[src/rtl/id_ex_stage_if.sv]
// Bundles the decode-side, forwarding-side and ALU-side signals of the ID/EX stage.
// master: the surrounding pipeline (drives D_*, M_*, W_*, Stall, Flush; reads E-stage outputs).
// slave:  the ID/EX stage itself.
interface id_ex_stage_if #(
    parameter int XLEN     = 32,
    parameter int REGIDX_W = 5
);
    logic                Stall;
    logic                Flush;
    logic                D_valid;
    logic [XLEN-1:0]     D_Rs1Val;
    logic [XLEN-1:0]     D_Rs2Val;
    logic [XLEN-1:0]     D_Imm;
    logic [XLEN-1:0]     D_PC;
    logic [REGIDX_W-1:0] D_Rs1Idx;
    logic [REGIDX_W-1:0] D_Rs2Idx;
    logic [REGIDX_W-1:0] D_RdIdx;
    logic [3:0]          D_ALUop;
    logic                D_Src1PC;
    logic                D_Src2Imm;
    logic                D_RegWrite;
    logic                D_MemRead;
    logic [REGIDX_W-1:0] M_RdIdx;
    logic                M_RegWrite;
    logic [XLEN-1:0]     M_Result;
    logic [REGIDX_W-1:0] W_RdIdx;
    logic                W_RegWrite;
    logic [XLEN-1:0]     W_Result;
    logic [XLEN-1:0]     Src1;
    logic [XLEN-1:0]     Src2;
    logic [3:0]          ALUop;
    logic                E_valid;
    logic [REGIDX_W-1:0] E_RdIdx;
    logic                E_RegWrite;
    logic                E_MemRead;
    logic [XLEN-1:0]     E_StoreData;
    logic                LoadUseHaz;

    modport master (
        output Stall, Flush, D_valid, D_Rs1Val, D_Rs2Val, D_Imm, D_PC,
               D_Rs1Idx, D_Rs2Idx, D_RdIdx, D_ALUop, D_Src1PC, D_Src2Imm,
               D_RegWrite, D_MemRead, M_RdIdx, M_RegWrite, M_Result,
               W_RdIdx, W_RegWrite, W_Result,
        input  Src1, Src2, ALUop, E_valid, E_RdIdx, E_RegWrite, E_MemRead,
               E_StoreData, LoadUseHaz
    );

    modport slave (
        input  Stall, Flush, D_valid, D_Rs1Val, D_Rs2Val, D_Imm, D_PC,
               D_Rs1Idx, D_Rs2Idx, D_RdIdx, D_ALUop, D_Src1PC, D_Src2Imm,
               D_RegWrite, D_MemRead, M_RdIdx, M_RegWrite, M_Result,
               W_RdIdx, W_RegWrite, W_Result,
        output Src1, Src2, ALUop, E_valid, E_RdIdx, E_RegWrite, E_MemRead,
               E_StoreData, LoadUseHaz
    );
endinterface

[src/rtl/id_ex_stage.sv]
// ID/EX pipeline register + operand select: latches decode, forwards MEM/WB results, drives ALU sources.
// Latency: one cycle from D_* capture to E outputs; forwarding and LoadUseHaz are combinational.
// Backpressure: Stall holds every E register, Flush (wins over Stall) loads a zero bubble.
// Ports: clk, reset (async active-high), bus (id_ex_stage_if.slave).
// Build option: EX_FWD_EN enables the MEM/WB forwarding muxes; without it no forwarding is done and
// LoadUseHaz widens to every RAW hazard against the E and M stages.
module id_ex_stage #(
    parameter int XLEN     = 32,
    parameter int REGIDX_W = 5
) (
    input logic          clk,
    input logic          reset,
    id_ex_stage_if.slave bus
);
    typedef struct packed {
        logic                valid;
        logic [XLEN-1:0]     rs1_val;
        logic [XLEN-1:0]     rs2_val;
        logic [XLEN-1:0]     imm;
        logic [XLEN-1:0]     pc;
        logic [REGIDX_W-1:0] rs1_idx;
        logic [REGIDX_W-1:0] rs2_idx;
        logic [REGIDX_W-1:0] rd_idx;
        logic [3:0]          alu_op;
        logic                src1_pc;
        logic                src2_imm;
        logic                reg_write;
        logic                mem_read;
    } e_regs_t;

    e_regs_t         e_q;
    e_regs_t         d_in;
    logic [XLEN-1:0] fwd_rs1;
    logic [XLEN-1:0] fwd_rs2;

    always_comb begin
        d_in.valid     = bus.D_valid;
        d_in.rs1_val   = bus.D_Rs1Val;
        d_in.rs2_val   = bus.D_Rs2Val;
        d_in.imm       = bus.D_Imm;
        d_in.pc        = bus.D_PC;
        d_in.rs1_idx   = bus.D_Rs1Idx;
        d_in.rs2_idx   = bus.D_Rs2Idx;
        d_in.rd_idx    = bus.D_RdIdx;
        d_in.alu_op    = bus.D_ALUop;
        d_in.src1_pc   = bus.D_Src1PC;
        d_in.src2_imm  = bus.D_Src2Imm;
        d_in.reg_write = bus.D_RegWrite;
        d_in.mem_read  = bus.D_MemRead;
    end

    // A bubble is all-zero, so it carries index 0 and can neither forward nor be forwarded into.
    always_ff @(posedge clk or posedge reset) begin
        if (reset) begin
            e_q <= '0;
        end else if (bus.Flush) begin
            e_q <= '0;
        end else if (!bus.Stall) begin
            e_q <= d_in;
        end
    end

`ifdef EX_FWD_EN
    // MEM is younger than WB, so it is checked first; register x0 is never forwarded.
    always_comb begin
        fwd_rs1 = e_q.rs1_val;
        if (bus.M_RegWrite && bus.M_RdIdx == e_q.rs1_idx && e_q.rs1_idx != '0)
            fwd_rs1 = bus.M_Result;
        else if (bus.W_RegWrite && bus.W_RdIdx == e_q.rs1_idx && e_q.rs1_idx != '0)
            fwd_rs1 = bus.W_Result;

        fwd_rs2 = e_q.rs2_val;
        if (bus.M_RegWrite && bus.M_RdIdx == e_q.rs2_idx && e_q.rs2_idx != '0)
            fwd_rs2 = bus.M_Result;
        else if (bus.W_RegWrite && bus.W_RdIdx == e_q.rs2_idx && e_q.rs2_idx != '0)
            fwd_rs2 = bus.W_Result;
    end

    // Only a load in E cannot be covered by forwarding next cycle.
    assign bus.LoadUseHaz = bus.D_valid && e_q.valid && e_q.mem_read && e_q.rd_idx != '0 &&
                            (e_q.rd_idx == bus.D_Rs1Idx || e_q.rd_idx == bus.D_Rs2Idx);
`else
    assign fwd_rs1 = e_q.rs1_val;
    assign fwd_rs2 = e_q.rs2_val;

    // Without forwarding, decode must wait for any producer still in E or M; WB is assumed
    // to be visible through the register file's write-before-read.
    logic rs1_raw;
    logic rs2_raw;
    assign rs1_raw = bus.D_Rs1Idx != '0 &&
                     ((e_q.valid && e_q.reg_write && e_q.rd_idx == bus.D_Rs1Idx) ||
                      (bus.M_RegWrite && bus.M_RdIdx == bus.D_Rs1Idx));
    assign rs2_raw = bus.D_Rs2Idx != '0 &&
                     ((e_q.valid && e_q.reg_write && e_q.rd_idx == bus.D_Rs2Idx) ||
                      (bus.M_RegWrite && bus.M_RdIdx == bus.D_Rs2Idx));
    assign bus.LoadUseHaz = bus.D_valid && (rs1_raw || rs2_raw);

    wire unused_fwd_inputs = ^{bus.M_Result, bus.W_Result, bus.W_RdIdx, bus.W_RegWrite,
                               e_q.mem_read};
`endif

    assign bus.Src1        = e_q.src1_pc  ? e_q.pc  : fwd_rs1;
    assign bus.Src2        = e_q.src2_imm ? e_q.imm : fwd_rs2;
    assign bus.E_StoreData = fwd_rs2;
    assign bus.ALUop       = e_q.alu_op;
    assign bus.E_valid     = e_q.valid;
    assign bus.E_RdIdx     = e_q.rd_idx;
    assign bus.E_RegWrite  = e_q.reg_write;
    assign bus.E_MemRead   = e_q.mem_read;
endmodule

[src/flat_wrapper.sv]
// flat-port wrapper written by rule: the top's interface ports become plain ports
module id_ex_stage_flat 
#(
    parameter int XLEN     = 32,
    parameter int REGIDX_W = 5
)
  (clk, reset, bus_Stall, bus_Flush, bus_D_valid, bus_D_Rs1Val, bus_D_Rs2Val, bus_D_Imm, bus_D_PC, bus_D_Rs1Idx, bus_D_Rs2Idx, bus_D_RdIdx, bus_D_ALUop, bus_D_Src1PC, bus_D_Src2Imm, bus_D_RegWrite, bus_D_MemRead, bus_M_RdIdx, bus_M_RegWrite, bus_M_Result, bus_W_RdIdx, bus_W_RegWrite, bus_W_Result, bus_Src1, bus_Src2, bus_ALUop, bus_E_valid, bus_E_RdIdx, bus_E_RegWrite, bus_E_MemRead, bus_E_StoreData, bus_LoadUseHaz);
  id_ex_stage_if #(.XLEN(XLEN), .REGIDX_W(REGIDX_W)) bus_i ();
  input logic clk;
  input logic reset;
  input wire logic [$bits(bus_i.Stall)-1:0] bus_Stall;
  input wire logic [$bits(bus_i.Flush)-1:0] bus_Flush;
  input wire logic [$bits(bus_i.D_valid)-1:0] bus_D_valid;
  input wire logic [$bits(bus_i.D_Rs1Val)-1:0] bus_D_Rs1Val;
  input wire logic [$bits(bus_i.D_Rs2Val)-1:0] bus_D_Rs2Val;
  input wire logic [$bits(bus_i.D_Imm)-1:0] bus_D_Imm;
  input wire logic [$bits(bus_i.D_PC)-1:0] bus_D_PC;
  input wire logic [$bits(bus_i.D_Rs1Idx)-1:0] bus_D_Rs1Idx;
  input wire logic [$bits(bus_i.D_Rs2Idx)-1:0] bus_D_Rs2Idx;
  input wire logic [$bits(bus_i.D_RdIdx)-1:0] bus_D_RdIdx;
  input wire logic [$bits(bus_i.D_ALUop)-1:0] bus_D_ALUop;
  input wire logic [$bits(bus_i.D_Src1PC)-1:0] bus_D_Src1PC;
  input wire logic [$bits(bus_i.D_Src2Imm)-1:0] bus_D_Src2Imm;
  input wire logic [$bits(bus_i.D_RegWrite)-1:0] bus_D_RegWrite;
  input wire logic [$bits(bus_i.D_MemRead)-1:0] bus_D_MemRead;
  input wire logic [$bits(bus_i.M_RdIdx)-1:0] bus_M_RdIdx;
  input wire logic [$bits(bus_i.M_RegWrite)-1:0] bus_M_RegWrite;
  input wire logic [$bits(bus_i.M_Result)-1:0] bus_M_Result;
  input wire logic [$bits(bus_i.W_RdIdx)-1:0] bus_W_RdIdx;
  input wire logic [$bits(bus_i.W_RegWrite)-1:0] bus_W_RegWrite;
  input wire logic [$bits(bus_i.W_Result)-1:0] bus_W_Result;
  output wire logic [$bits(bus_i.Src1)-1:0] bus_Src1;
  output wire logic [$bits(bus_i.Src2)-1:0] bus_Src2;
  output wire logic [$bits(bus_i.ALUop)-1:0] bus_ALUop;
  output wire logic [$bits(bus_i.E_valid)-1:0] bus_E_valid;
  output wire logic [$bits(bus_i.E_RdIdx)-1:0] bus_E_RdIdx;
  output wire logic [$bits(bus_i.E_RegWrite)-1:0] bus_E_RegWrite;
  output wire logic [$bits(bus_i.E_MemRead)-1:0] bus_E_MemRead;
  output wire logic [$bits(bus_i.E_StoreData)-1:0] bus_E_StoreData;
  output wire logic [$bits(bus_i.LoadUseHaz)-1:0] bus_LoadUseHaz;
  assign bus_i.Stall = bus_Stall;
  assign bus_i.Flush = bus_Flush;
  assign bus_i.D_valid = bus_D_valid;
  assign bus_i.D_Rs1Val = bus_D_Rs1Val;
  assign bus_i.D_Rs2Val = bus_D_Rs2Val;
  assign bus_i.D_Imm = bus_D_Imm;
  assign bus_i.D_PC = bus_D_PC;
  assign bus_i.D_Rs1Idx = bus_D_Rs1Idx;
  assign bus_i.D_Rs2Idx = bus_D_Rs2Idx;
  assign bus_i.D_RdIdx = bus_D_RdIdx;
  assign bus_i.D_ALUop = bus_D_ALUop;
  assign bus_i.D_Src1PC = bus_D_Src1PC;
  assign bus_i.D_Src2Imm = bus_D_Src2Imm;
  assign bus_i.D_RegWrite = bus_D_RegWrite;
  assign bus_i.D_MemRead = bus_D_MemRead;
  assign bus_i.M_RdIdx = bus_M_RdIdx;
  assign bus_i.M_RegWrite = bus_M_RegWrite;
  assign bus_i.M_Result = bus_M_Result;
  assign bus_i.W_RdIdx = bus_W_RdIdx;
  assign bus_i.W_RegWrite = bus_W_RegWrite;
  assign bus_i.W_Result = bus_W_Result;
  assign bus_Src1 = bus_i.Src1;
  assign bus_Src2 = bus_i.Src2;
  assign bus_ALUop = bus_i.ALUop;
  assign bus_E_valid = bus_i.E_valid;
  assign bus_E_RdIdx = bus_i.E_RdIdx;
  assign bus_E_RegWrite = bus_i.E_RegWrite;
  assign bus_E_MemRead = bus_i.E_MemRead;
  assign bus_E_StoreData = bus_i.E_StoreData;
  assign bus_LoadUseHaz = bus_i.LoadUseHaz;
  id_ex_stage #(.XLEN(XLEN), .REGIDX_W(REGIDX_W)) u_core (.clk(clk), .reset(reset), .bus(bus_i));
endmodule
[config.mk]
export PLATFORM = sky130hd
export DESIGN_NAME = id_ex_stage_flat
export DESIGN_NICKNAME = d
export VERILOG_FILES = /design/src/rtl/id_ex_stage_if.sv /design/src/rtl/id_ex_stage.sv /design/src/flat_wrapper.sv
export SDC_FILE = /design/constraint.sdc
export NUM_CORES = 1
export LEC_CHECK = 0
export ABC_CLOCK_PERIOD_IN_PS = 5000
export BUFFER_PORTS_ARGS = -buffer_cell sky130_fd_sc_hd__buf_2
export CORE_AREA = 2 2 134 136
export CTS_CLUSTER_DIAMETER = 60
export CTS_CLUSTER_SIZE = 12
export DETAILED_ROUTE_END_ITERATION = 10
export DIE_AREA = 0 0 136 138
export MAX_ROUTING_LAYER = met4
export PLACE_DENSITY_LB_ADDON = 0.1
export SYNTH_ARGS = -nofsm -noshare
export SYNTH_HDL_FRONTEND = slang
export SYNTH_SLANG_ARGS = --single-unit
[constraint.sdc]
create_clock -name clk -period 5 [get_ports clk]
set_input_delay 0.75 -clock clk [delete_from_list [all_inputs] [get_ports clk]]
set_output_delay 0.75 -clock clk [all_outputs]
set_load 0.01 [all_outputs]
==> impl_metrics.py, run 1 <==
metrics = {
    "cts": {
        "cts_resized": 0,
        "insertion_delay_ns": 0.41,
        "cts.sinks": 142,
        "postCtsHoldBufs": 0,
        "path_clk_slew_ns": 0.05,
        "h-tree-depth": 4,
        "cts-root-buf": "clkbuf_16",
        "cts_tree": "done",
        "cts_buffer_depth": 2,
        "post_cts_buffers": 0,
        "cts_buffers": 17,
    },
    "power_and_ir_drop": {
        "p_leak_nw": 4.94,
        "p_per_area_nw_per_um2": 347,
        "ir_worst_vdd_v": 0.000229,
    },
    "worst_setup_path": {
        "cp.buffers_inverters": 2,
        "path_class": "reg2out",
        "cp_max_fo": 17,
        "cp.required_ns": 4.25,
        "crit_family": "flip-flops",
        "setup.worst_path.start_class": "flop",
        "crit_chain": "buf_4, mux2_2, buf_2",
        "max_stage_delay_ns": 0.80,
        "end_kind": "primary output",
        "cp.arrival_ns": 2.14,
        "crit_path_top_delay_cell": "dfrtp_1",
    },
    "sta": {
        "fin_crit_sh_pct": 57.8,
        "slew_violations": 0,
        "relSlewSlack_pct": 32.3,
        "tightest_slew_ns": 1.02,
        "post-route-min-period_ns": 2.89,
        "setup_viol": 0,
        "skew_ns": 0,
        "setup-tns-final_ns": 0,
        "max_freq_mhz": 346,
        "hold_violations": 0,
        "rsz0062_at_grt": "false",
    },
    "synth": {
        "synth_seq_cells": 142,
        "synth_nets": 838,
        "netlist_area_sq_um": 7070,
        "yosysSeqAreaShare_pct": 50.3,
        "yosysTopAreaCell": "dfrtp_1",
        "yosys_warnings": 0,
        "yosysUniqueCellTypes": 18,
        "avgSynthCellArea_sq_um": 11.7,
        "netlist_instances": 606,
        "ys_top_cells_by_area": "dfrtp_1, mux2i_1, mux2_2",
        "synth_top_area_share_pct": 50.3,
    },
    "floorplan": {
        "initial_utilization_pct": 40.3,
        "io_pins": 341,
        "core_area_sq_um": 17500,
        "die_area_sq_um": 18800,
        "num_rows": 49,
        "die_w_um": 136,
        "die_height_um": 138,
    },
    "placement": {
        "placed_area_sq_um": 8200,
        "gp_congestion": 0.845,
        "portBuffers": 270,
        "place_hpwl_um": 11600,
    },
    "job": {
        "cap_violations": 0,
    },
    "drt": {
        "drc": 0,
        "ant_nets": 0,
        "dr.first_iter.drc_count": 184,
        "wl_um": 16900,
        "vias": 5082,
        "wire_per_inst_um": 15.9,
        "dr.pass1.iters": 4,
        "avgViaCountPerCell": 4.79,
    },
    "layout": {
        "num-fill-cells": 1662,
        "drive_above_1_share_pct": 44.6,
        "seq_area_sq_um": 3550,
        "utilization_pct": 50.5,
        "area_growth_pct": 25.3,
        "multi_input_area_sq_um": 2940,
        "stdcell_area_sq_um": 8860,
        "nNetsFinal": 1051,
    },
    "grt": {
        "grtUsageTotal_pct": 18.7,
        "grt_overflow": 0,
        "grt_max_degree": 111,
        "grt_pass1_vias": 5381,
        "antenna_found_initial": 1,
        "grt_pass1_wl_um": 26900,
    },
    "min_path": {
        "worstHoldPathType": "reg2reg",
    },
    "run_status": {
        "status": "finished, final reports clean",
    },
}
-- cells in the mapped netlist --
master,instances
nor2_1,144
dfrtp_1,142
mux2i_1,142
mux2_2,64
buf_4,47
buf_2,18
xor2_1,18
buf_6,9
clkbuf_1,7
nor4_1,3
a32oi_1,2
o21ai_1,2
or4_1,2
xnor2_1,2
inv_1,1
nand2_1,1
nor4_2,1
o22ai_1,1
-- tightest hold or removal path: cells and delay by family (launching register included) --
family	cells	cell delay, ns
flip-flops	1	0.34
multiplexers	1	0.07
AND/OR/NAND/NOR	1	0.07
-- sequential cells by signal, summed over array words and instances (netlist names) --
signal and flops:
u_core.bus.ALUop 4, u_core.bus.E_MemRead 1, u_core.bus.E_RdIdx 5, u_core.bus.E_RegWrite 1, u_core.bus.E_StoreData 32, u_core.bus.E_valid 1, u_core.e_q 66, u_core.fwd_rs1 32
-- area by class of cell --
class | count | area share (%)
Tap cell | 229 | 3.23
Timing Repair Buffer | 275 | 15.9
Clock buffer | 22 | 5.35
Antenna cell | 1 | 0.0282
Inverter | 1 | 0.0988
Sequential cell | 142 | 40.1
Multi-Input combinational cell | 382 | 33.2
Clock inverter | 10 | 2.08
-- cell families after synthesis --
group | after synthesis | share of synthesized area [%]
simple gates | 151 | 8.35
mux | 206 | 30.3
compound gates | 5 | 0.478
flops | 142 | 50.3
buf+inv | 82 | 8.12
xor+xnor | 20 | 2.48
-- through the flow --
| step | total power (W) | instances | setup slack, ns | hold slack (ns) |
|---|---|---|---|---|
| finish | 0.00307 | 1062 | 2.11 | 0.515 |
| global route | 0.00320 | 1062 | 2.01 | 0.542 |
| CTS | 0.00311 | 1061 | 2.06 | 0.522 |
| detailed placement | 0.00169 | 1029 | 2.44 | 0.509 |
| global placement | 0.00168 | 1029 | 2.46 | 0.497 |
| floorplan | 0.00155 | 606 | 0.440 | 0.484 |
-- power breakdown --
part / switching, W / internal [W]
Clock: 0.000480 / 0.000925
Sequential: 0.0000433 / 0.00121
Combinational: 0.000209 / 0.000198
-- worst paths after layout --
kind                                           startpoint                                     end  slack (ns)  cells past startpoint
hold / removal             u_core.fwd_rs1[24]$_DFFE_PP0P_          u_core.fwd_rs1[24]$_DFFE_PP0P_        0.52                      2
setup / recovery                u_core.e_q[3]$_DFFE_PP0P_                             bus_Src1[4]        2.11                      3
setup reg to reg                u_core.e_q[2]$_DFFE_PP0P_               u_core.e_q[2]$_DFFE_PP0P_        3.68                      3
min in group asynchronous                           reset  u_core.bus.E_StoreData[27]$_DFFE_PP0P_        0.56                      2
hold reg to reg            u_core.fwd_rs1[24]$_DFFE_PP0P_          u_core.fwd_rs1[24]$_DFFE_PP0P_        0.52                      2
max in group asynchronous                           reset              u_core.e_q[54]$_DFFE_PP0P_        3.41                      3
-- cell usage in the layout, fill, tap and decap left out --
| master | count |
|---|---|
| xor2_1 | 18 |
| nor4_1 | 3 |
| clkbuf_8 | 3 |
| inv_6 | 1 |
| mux2i_1 | 142 |
| buf_6 | 1 |
| buf_2 | 268 |
| o22ai_1 | 1 |
| buf_12 | 1 |
| a32oi_1 | 2 |
| buf_4 | 5 |
| clkbuf_1 | 2 |
| o21ai_1 | 2 |
| nor2_1 | 144 |
| clkinv_2 | 2 |
| or4_1 | 2 |
| mux2_2 | 64 |
| bufinv_16 | 5 |
| nor4_2 | 1 |
| clkinv_4 | 1 |
| clkinvlp_4 | 2 |
| dfrtp_1 | 142 |
| clkbuf_16 | 17 |
| nand2_1 | 1 |
| diode_2 | 1 |
| xnor2_1 | 2 |
-- per-layer routing --
metal	global-route usage, %	up-vias	wire length [um]
li1	-	2426	-
met1	22.6	2456	7280
met2	29.7	168	8110
met3	4.58	32	1040
met4	8.00	0	487
met5	-	-	0
Power figures use the tool's default switching activity.
==> run 2, diff against run 1 <==
- ABC_CLOCK_PERIOD_IN_PS: 5000 -> 2600
- CORE_AREA: 2 2 134 136 -> unset
- CORE_MARGIN: unset -> 2
- CORE_UTILIZATION: unset -> 42
- DIE_AREA: 0 0 136 138 -> unset
- clock period: 5 -> 2.6 ns (I/O delays scaled with it)
==> impl_metrics.py, run 2 (synthesized netlist as in run 1, its figures left out) <==
metrics = {
    "min_path": {
        "hold_depth": 3,
        "whs_endpoint": "u_core.bus.E_StoreData[18]$_DFFE_PP0P_",
        "hp-start": "bus_D_Rs2Val[18]",
        "worstHoldPathType": "in2reg",
    },
    "cts": {
        "cts_resized": 0,
        "cts-root-buf": "clkbuf_16",
        "cts.sinks": 142,
        "path_clk_slew_ns": 0.06,
        "insertion_delay_ns": 0.41,
        "post_cts_buffers": 0,
        "cts_buffer_depth": 2,
        "cts_buffers": 17,
        "cts_tree": "done",
        "postCtsHoldBufs": 0,
        "h-tree-depth": 4,
    },
    "job": {
        "cap_violations": 0,
    },
    "placement": {
        "place_ws_ns": 0.773,
        "place_hpwl_um": 11800,
        "gp_congestion": 0.910,
        "portBuffers": 270,
        "dp.cells": 1027,
    },
    "floorplan": {
        "num_rows": 47,
        "die_w_um": 134,
        "io_pins": 341,
        "die_height_um": 134,
        "initial_utilization_pct": 42.8,
        "core_area_sq_um": 16500,
        "die_area_sq_um": 17900,
    },
    "worst_setup_path": {
        "cp_max_fo": 25,
        "reg2reg_to": "u_core.e_q[3]$_DFFE_PP0P_",
        "setup.worst_path.start_class": "flop",
        "max_stage_delay_ns": 0.63,
        "cp.buffers_inverters": 2,
        "timing.rr.start": "u_core.e_q[3]$_DFFE_PP0P_",
        "crit_family": "flip-flops",
        "cp.required_ns": 2.21,
        "end_kind": "primary output",
        "r2r_cells": 3,
        "path_class": "reg2out",
        "crit_chain": "buf_12, mux2_2, buf_2",
        "crit_path_top_delay_cell": "dfrtp_1",
        "reg2reg_slack_ns": 1.46,
        "cp.arrival_ns": 1.81,
    },
    "power_and_ir_drop": {
        "ir_worst_vdd_v": 0.000452,
        "p_per_area_nw_per_um2": 651,
        "p_leak_nw": 4.98,
    },
    "layout": {
        "nNetsFinal": 1058,
        "largest-register": "u_core.e_q",
        "drive_above_1_share_pct": 45.3,
        "final_common_cell": "buf_2",
        "utilization_pct": 54.2,
        "stdcell_count": 1061,
        "area_growth_pct": 26.6,
        "final_cell_mix": "buf_2, nor2_1, mux2i_1, dfrtp_1, mux2_2",
        "largest_reg_flops": 66,
    },
    "sta": {
        "skew_ns": 0,
        "rsz0062_at_grt": "false",
        "slew_violations": 0,
        "hold_violations": 0,
        "setup-tns-final_ns": 0,
        "relSlewSlack_pct": 50.3,
        "max_freq_mhz": 454,
        "setup_slack_ns": 0.396,
        "setup_viol": 0,
        "fin_crit_sh_pct": 84.8,
        "tightest_slew_ns": 0.746,
        "post-route-min-period_ns": 2.20,
    },
    "drt": {
        "vias": 5139,
        "wire_per_inst_um": 15.9,
        "wl_um": 16800,
        "avgViaCountPerCell": 4.84,
        "drc": 0,
        "dr.first_iter.drc_count": 181,
        "dr.pass1.iters": 4,
        "ant_nets": 0,
    },
    "grt": {
        "grt_overflow": 0,
        "grt_max_degree": 143,
        "grt_pass1_vias": 5344,
        "grt_pass1_wl_um": 27300,
        "grtUsageTotal_pct": 19.8,
        "antenna_found_initial": 2,
    },
    "run_status": {
        "status": "finished, final reports clean",
    },
}
[run 2: worst max-delay path by stage]
stage / cells after the start / from / endpoint / slack [ns]
after CTS: 3 / u_core.e_q[3]$_DFFE_PP0P_ / bus_Src1[17] / 0.35
final: 3 / u_core.e_q[3]$_DFFE_PP0P_ / bus_Src1[7] / 0.40
after detailed placement: 6 / bus_D_Rs1Idx[3] / bus_LoadUseHaz / 0.77
after floorplan: 1 / reset / u_core.bus.ALUop[0]$_DFFE_PP0P_ / 0.43
after global routing: 3 / u_core.e_q[3]$_DFFE_PP0P_ / bus_Src1[17] / 0.30
after global placement: 6 / bus_D_Rs1Idx[3] / bus_LoadUseHaz / 0.78
[run 2: per-stage QoR]
stage / power, W / instance area, sq um / hold WS, ns
global route: 0.00609 / 8950 / 0.197
global placement: 0.00325 / 8300 / 0.497
detailed placement: 0.00327 / 8300 / 0.509
CTS: 0.00591 / 8940 / 0.188
finish: 0.00583 / 8950 / 0.211
floorplan: 0.00298 / 7070 / 0.484
[run 2: per-layer routing]
layer,up-vias,routed length (um),global-route usage (%)
met5,-,0,-
met4,0,304,6.74
met3,25,1170,5.67
met2,187,8250,32.1
met1,2477,7100,23.9
li1,2450,-,-
[run 2: cell type report]
class                   count  area, sq um
repair buffers            282         1530
clock inverters            13          188
clock buffers              19          453
fillers                  1539         7580
diodes                      2         5.00
inverters                   1         7.51
well taps                 220          275
flip-flops and latches    142         3550
multi-input cells         382         2940
[run 2: worst reg2reg max path: stages (launching register included)]
cell	delay, ns
dfrtp_1	0.63
buf_12	0.26
mux2i_1	0.10
nor2_1	0.09
[run 2: power by group]
group | switching, W | leakage (nW) | internal, W | total (W)
clock | 0.000946 | 0.306 | 0.00166 | 0.00261
combinational | 0.000408 | 2.79 | 0.000396 | 0.000803
sequential | 0.0000809 | 1.88 | 0.00233 | 0.00242
total | 0.00144 | 4.98 | 0.00439 | 0.00583
